### config.mk
export PLATFORM = sky130hd
export DESIGN_NAME = kmac_pad_ctrl
export DESIGN_NICKNAME = d
export VERILOG_FILES = /design/src/rtl/kmac_pad_ctrl_pkg.sv /design/src/rtl/kmac_pad_ctrl_right_enc.sv /design/src/rtl/kmac_pad_ctrl.sv
export SDC_FILE = /design/constraint.sdc
export NUM_CORES = 1
export LEC_CHECK = 0
export CORE_ASPECT_RATIO = 0.9
export CORE_MARGIN = 2
export CORE_UTILIZATION = 50
export CTS_CLUSTER_DIAMETER = 100
export CTS_CLUSTER_SIZE = 40
export DETAILED_ROUTE_END_ITERATION = 16
export GPL_TIMING_DRIVEN = 0
export HOLD_SLACK_MARGIN = 0.08
export MAX_ROUTING_LAYER = met4
export PLACE_DENSITY = 0.89
export SYNTH_ARGS = -nofsm -noshare
export SYNTH_HDL_FRONTEND = slang
export SYNTH_SLANG_ARGS = --single-unit
### constraint.sdc
create_clock -name clk -period 3.3 [get_ports clk]
set_clock_uncertainty 0.2 [all_clocks]
set_input_delay 0.495 -clock clk [delete_from_list [all_inputs] [get_ports clk]]
set_output_delay 0.495 -clock clk [all_outputs]
set_load 0.01 [all_outputs]
### src/rtl/kmac_pad_ctrl_pkg.sv
// Shared types and constants for the KMAC padding controller.
package kmac_pkg;

  typedef enum logic [2:0] {
    IDLE      = 3'd0,
    MSG       = 3'd1,
    ENC       = 3'd2,
    PAD       = 3'd3,
    PERM_WAIT = 3'd4,
    DONE      = 3'd5
  } kmac_state_e;

  localparam logic [7:0]  KMAC_DOMAIN_BYTE  = 8'h04;
  localparam logic [7:0]  KMAC_PAD_LAST     = 8'h80;
  localparam int unsigned KMAC_DEFAULT_RATE = 168;

endpackage

### src/rtl/kmac_pad_ctrl_right_enc.sv
// right_encode of a 16-bit length: minimal big-endian bytes followed by the byte count.
module kmac_right_enc (
  input  logic [15:0]     len_i,
  output logic [2:0][7:0] bytes_o,
  output logic [1:0]      count_o
);

  always_comb begin
    bytes_o = '0;
    if (len_i[15:8] == 8'h00) begin
      bytes_o[0] = len_i[7:0];
      bytes_o[1] = 8'h01;
      count_o    = 2'd2;
    end else begin
      bytes_o[0] = len_i[15:8];
      bytes_o[1] = len_i[7:0];
      bytes_o[2] = 8'h02;
      count_o    = 2'd3;
    end
  end

endmodule

### src/rtl/kmac_pad_ctrl.sv
// KMAC message packer: message, right_encode(L) and sponge padding into 64-bit lanes.
// Optional macro KMAC_PAD_CTRL_XOF_EN adds an xof input that forces L to be encoded as 0.
module kmac_pad_ctrl
  import kmac_pkg::*;
#(
  parameter int unsigned RATE_BYTES = KMAC_DEFAULT_RATE
) (
  input  logic        clk,
  input  logic        rst,
  input  logic        start,
  input  logic [15:0] out_len_bits,
`ifdef KMAC_PAD_CTRL_XOF_EN
  input  logic        xof,
`endif
  input  logic        in_valid,
  input  logic [7:0]  in_data,
  input  logic        in_last,
  output logic        in_ready,
  output logic        lane_valid,
  output logic [63:0] lane_data,
  input  logic        lane_ready,
  output logic        perm_start,
  input  logic        perm_done,
  output logic        done
);

  localparam int unsigned CntW = $clog2(RATE_BYTES);
  localparam logic [CntW-1:0] RateLast = CntW'(RATE_BYTES - 1);

  kmac_state_e     state_q, state_d, resume_q, resume_d;
  logic [63:0]     lane_q, lane_d;
  logic [2:0]      fill_q, fill_d;
  logic            lane_valid_q, lane_valid_d;
  logic            blk_end_q, blk_end_d;
  logic [CntW-1:0] rate_q, rate_d;
  logic [15:0]     len_q, len_d;
  logic [1:0]      enc_idx_q, enc_idx_d;
  logic            pad_first_q, pad_first_d;
  logic            pad_done_q, pad_done_d;
  logic            perm_start_q, perm_start_d;

  logic [2:0][7:0] enc_bytes;
  logic [1:0]      enc_n;
  logic            byte_wr;
  logic [7:0]      wr_byte;
  logic            rate_last;

  kmac_right_enc u_right_enc (
    .len_i   (len_q),
    .bytes_o (enc_bytes),
    .count_o (enc_n)
  );

  assign rate_last = (rate_q == RateLast);

  // One byte per cycle enters the packer from whichever source the state selects.
  always_comb begin
    byte_wr = 1'b0;
    wr_byte = 8'h00;
    if (!lane_valid_q) begin
      case (state_q)
        MSG: begin
          byte_wr = in_valid;
          wr_byte = in_data;
        end
        ENC: begin
          byte_wr = 1'b1;
          wr_byte = enc_bytes[enc_idx_q];
        end
        PAD: begin
          byte_wr = !pad_done_q;
          wr_byte = (pad_first_q ? KMAC_DOMAIN_BYTE : 8'h00) |
                    (rate_last ? KMAC_PAD_LAST : 8'h00);
        end
        default: ;
      endcase
    end
  end

  always_comb begin
    state_d      = state_q;
    resume_d     = resume_q;
    lane_d       = lane_q;
    fill_d       = fill_q;
    lane_valid_d = lane_valid_q;
    blk_end_d    = blk_end_q;
    rate_d       = rate_q;
    len_d        = len_q;
    enc_idx_d    = enc_idx_q;
    pad_first_d  = pad_first_q;
    pad_done_d   = pad_done_q;
    perm_start_d = 1'b0;

    unique case (state_q)
      IDLE: begin
        if (start) begin
          state_d     = MSG;
`ifdef KMAC_PAD_CTRL_XOF_EN
          len_d       = xof ? 16'h0000 : out_len_bits;
`else
          len_d       = out_len_bits;
`endif
          rate_d      = '0;
          fill_d      = '0;
          enc_idx_d   = '0;
          pad_first_d = 1'b1;
          pad_done_d  = 1'b0;
        end
      end
      MSG: if (byte_wr && in_last) state_d = ENC;
      ENC: begin
        if (byte_wr) begin
          if (enc_idx_q == enc_n - 2'd1) begin
            state_d   = PAD;
            enc_idx_d = '0;
          end else begin
            enc_idx_d = enc_idx_q + 2'd1;
          end
        end
      end
      PAD: begin
        if (byte_wr) begin
          pad_first_d = 1'b0;
          if (rate_last) pad_done_d = 1'b1;
        end
      end
      PERM_WAIT: if (perm_done) state_d = pad_done_q ? DONE : resume_q;
      DONE:      state_d = IDLE;
      default:   state_d = IDLE;
    endcase

    if (byte_wr) begin
      lane_d[{fill_q, 3'b000} +: 8] = wr_byte;
      fill_d = fill_q + 3'd1;
      rate_d = rate_last ? '0 : rate_q + 1'b1;
      if (fill_q == 3'd7) begin
        lane_valid_d = 1'b1;
        blk_end_d    = rate_last;
      end
    end

    // Rate is a multiple of 8, so a block always ends on a lane boundary.
    if (lane_valid_q && lane_ready) begin
      lane_valid_d = 1'b0;
      lane_d       = '0;
      if (blk_end_q) begin
        blk_end_d    = 1'b0;
        perm_start_d = 1'b1;
        resume_d     = state_q;
        state_d      = PERM_WAIT;
      end
    end
  end

  always_ff @(posedge clk) begin
    if (rst) begin
      state_q      <= IDLE;
      resume_q     <= IDLE;
      lane_q       <= '0;
      fill_q       <= '0;
      lane_valid_q <= 1'b0;
      blk_end_q    <= 1'b0;
      rate_q       <= '0;
      len_q        <= '0;
      enc_idx_q    <= '0;
      pad_first_q  <= 1'b0;
      pad_done_q   <= 1'b0;
      perm_start_q <= 1'b0;
    end else begin
      state_q      <= state_d;
      resume_q     <= resume_d;
      lane_q       <= lane_d;
      fill_q       <= fill_d;
      lane_valid_q <= lane_valid_d;
      blk_end_q    <= blk_end_d;
      rate_q       <= rate_d;
      len_q        <= len_d;
      enc_idx_q    <= enc_idx_d;
      pad_first_q  <= pad_first_d;
      pad_done_q   <= pad_done_d;
      perm_start_q <= perm_start_d;
    end
  end

  assign in_ready   = (state_q == MSG) && !lane_valid_q;
  assign lane_valid = lane_valid_q;
  assign lane_data  = lane_q;
  assign perm_start = perm_start_q;
  assign done       = (state_q == DONE);

endmodule
==> flow_summary.ini <==
[yosys]
yosysMostFrequentCell = dfxtp_1
synth_area_leader_cell = dfxtp_1
syn_area_um2 = 4220
synth_seq_cells = 104
yosysTopAreaCellShare_pct = 49.3
synth-seq-area-share_pct = 49.3
synthDistinctLibCells = 54
avgSynthCellArea_um2 = 8.84
ys.flop_type = dfxtp_1
synth_edf_count = 0
synth_common_cells = 104 x dfxtp_1, 77 x nand2_1, 53 x a21oi_1, 41 x o21ai_0, 25 x nor2_1
syn_inst = 477
synth.area.top_cells = dfxtp_1 49%, nand2_1 6.9%, a21oi_1 6.3%
synth_nets = 517
synth_async_sr_flop_share_pct = 0
yosysWarnings = 0

[clock_network]
cts_setup_buffers = 0
cts.sinks = 104
cts.clk_slew.worst_paths_ps = 100
cts_max_path_buffers = 2
cts_hold_buf = 0
cts_tree = done
htreeDepth = 3
cts_buffers = 9
cts-root-buf = clkbuf_8
insertion_delay_ps = 370

[timing]
fmax_mhz = 318
hold_viol = 0
slew_headroom_pct = 34.4
period_share_pct = 95.2
fin_crit_ps = 3140
drv_slew = 0
tns_ps = 0
setup_viol = 0
tightest_slew_ps = 983
fin_ws_ps = 160
rsz0062_at_grt = false

[power_and_ir_drop]
p_seq_share_pct = 54.8
irDropWorstVdd_mv = 0.272
power_leakage_uw = 0.00191
switching_share_pct = 26.5
power_frac_clock_pct = 33.4
switching_power_uw = 630
power_density_nw_per_um2 = 429
p_total_uw = 2380
p_int_uw = 1750
comb_power_share_pct = 11.8

[cells_and_area]
layout.cells.non_filler = 689
nFillCells = 607
multiInputGateArea_um2 = 2040
antenna_cells = 0
seqCellArea_um2 = 2080
syn_to_final_growth_pct = 31.2
nets = 625
drive_gt1_share_pct = 5.25

[run]
drv_cap = 0

[route]
ant_nets = 0
vias_per_cell = 5.95
drt_first_pass_iters = 5
avgRoutedWirePerCell_um = 16.8
vias = 4097
drt_wl_total_um = 11600
drtIter0Drc = 268
drc = 0

[setup_path]
crit_fanout = 10
critPathKind = flip-flop to output port
cp_slowest_cell = clkdlybuf4s50_1
worstSetupEndpointType = output port
critPathRequiredTime_ps = 2600
cp_num_buf_inv = 2
crit_chain = clkbuf_1, nor3b_2, nor2b_1, clkdlybuf4s50_1
reg2reg_setup_slack_ps = 220
crit_arrival_ps = 2450
crit_family = buffers and inverters
max_stage_delay_ps = 570
critPathLaunchType = flip-flop

[global_routing]
grt_pass1_vias = 3817
grt_max_degree = 18
gr-total-overflow = 0
grt_use_total_pct = 26.3
grt_pass1_wl_um = 18700
antenna_found_initial = 0

[die]
io_pins = 99
die-area_um2 = 9190
initial_core_util_pct = 52.0
core.rowCount = 31
die_w_um = 101
die_h_um = 91.1
core-area_um2 = 8110

[placed_design]
place.gp.congestion = 0.968
dp_hpwl_um = 8470
port_buffers = 97
dp_cells = 673
pre_cts_ws_ps = 191

[min_path]
hold_class = flip-flop to flip-flop

[run_status]
outcome = completed
==> power by group through the flow <==
stage | logic (uW) | registers, uW | clock network (uW)
CTS | 270 | 1300 | 797
global route | 305 | 1310 | 846
detailed placement | 268 | 1330 | 0
finish | 279 | 1300 | 794
global placement | 262 | 1330 | 0
floorplan | 158 | 1330 | 0
==> cells in the final DEF (no fill, tap or decap), drive strengths merged, types with 2 or more instances in the layout <==
master and instances:
nand2b 4, nand3 20, nor2 25, nor3b 2, a221oi 2, clkdlybuf4s50 97
buf 4, mux2i 3, dfxtp 104, clkinvlp 2, inv 11, o31ai 2
or3 2, and2 2, nand3b 3, ha 9, o21ai 41, nand2 77
nor3 10, a22o 10, a211oi 3, a31oi 8, nor4 4, o2bb2ai 19
nor4b 2, a32o 6, clkbuf 28, a21boi 3, xor2 2, a21oi 53
nor2b 2, and4 2, and3 9
==> final cells by class <==
class	instances	share of cell area [%]
Clock buffer	10	2.31
Tap cell	99	2.24
Inverter	9	0.610
Clock inverter	6	1.22
Buffer	22	1.58
Sequential cell	104	37.6
Multi-Input combinational cell	342	36.9
Timing Repair Buffer	97	17.5
==> per-stage QoR <==
stage / hold slack [ps] / utilization (%) / instance area [um^2]
CTS: 270 / 68.0 / 5510
global route: 288 / 68.3 / 5540
global placement: 236 / 65.6 / 5310
finish: 264 / 68.3 / 5540
floorplan: 237 / - / 4220
detailed placement: 247 / 65.6 / 5310
==> worst reg2reg max path, stage by stage, from the launching register on <==
cell       delay, ps
dfxtp_1          550
inv_1            150
ha_1             230
ha_1             260
clkbuf_1         240
a2111oi_4        370
and4_1           280
clkbuf_1         220
buf_2            250
nand3_1          100
a21oi_1          150
==> repair_timing <==
| item | CTS | global route |
|---|---|---|
| gates cloned | 0 | 0 |
| endpoints found under the setup margin | 1 | 14 |
| resized for setup | 1 | 4 |
==> kinds of logic (layout without fill, tap and decap cells) <==
group	after synthesis	after routing	synth area share [%]
flip-flops	104	104	49.3
XOR/XNOR	3	3	0.623
adder cells (fa/ha/maj)	9	9	2.67
multiplexers	4	4	0.979
AND/OR/NAND/NOR	169	169	19.4
buffers and inverters	31	144	2.85
AO/OA/AOI/OAI	157	157	24.1
==> metal layers <==
layer	GRT usage, %	vias up	share of wire (%)
met3	7.62	19	7.4
met5	-	-	0
met2	41.1	195	48
met4	7.31	0	1.6
met1	33.2	1926	43
li1	-	1957	-
==> sequential cells by signal, indices dropped and copies added, names as in the netlist <==
signal and count:
lane_valid 1, enc_idx_q 2, fill_q 3, resume_q 3, perm_start 1, state_q 3, rate_q 8, blk_end_q 1
pad_done_q 1, len_q 16, pad_first_q 1, lane_data 64
==> path summary, 6_finish.rpt <==
check	from	to	depth (start not counted)
setup reg to reg	fill_q[0]$_SDFFE_PP0P_	lane_data[1]$_SDFFE_PP0P_	10
hold / removal	lane_data[42]$_SDFFE_PP0P_	lane_data[42]$_SDFFE_PP0P_	2
hold reg to reg	lane_data[42]$_SDFFE_PP0P_	lane_data[42]$_SDFFE_PP0P_	2
setup / recovery	state_q[0]$_SDFF_PP0_	in_ready	4
No activity file was read; power rests on OpenSTA's default activity.
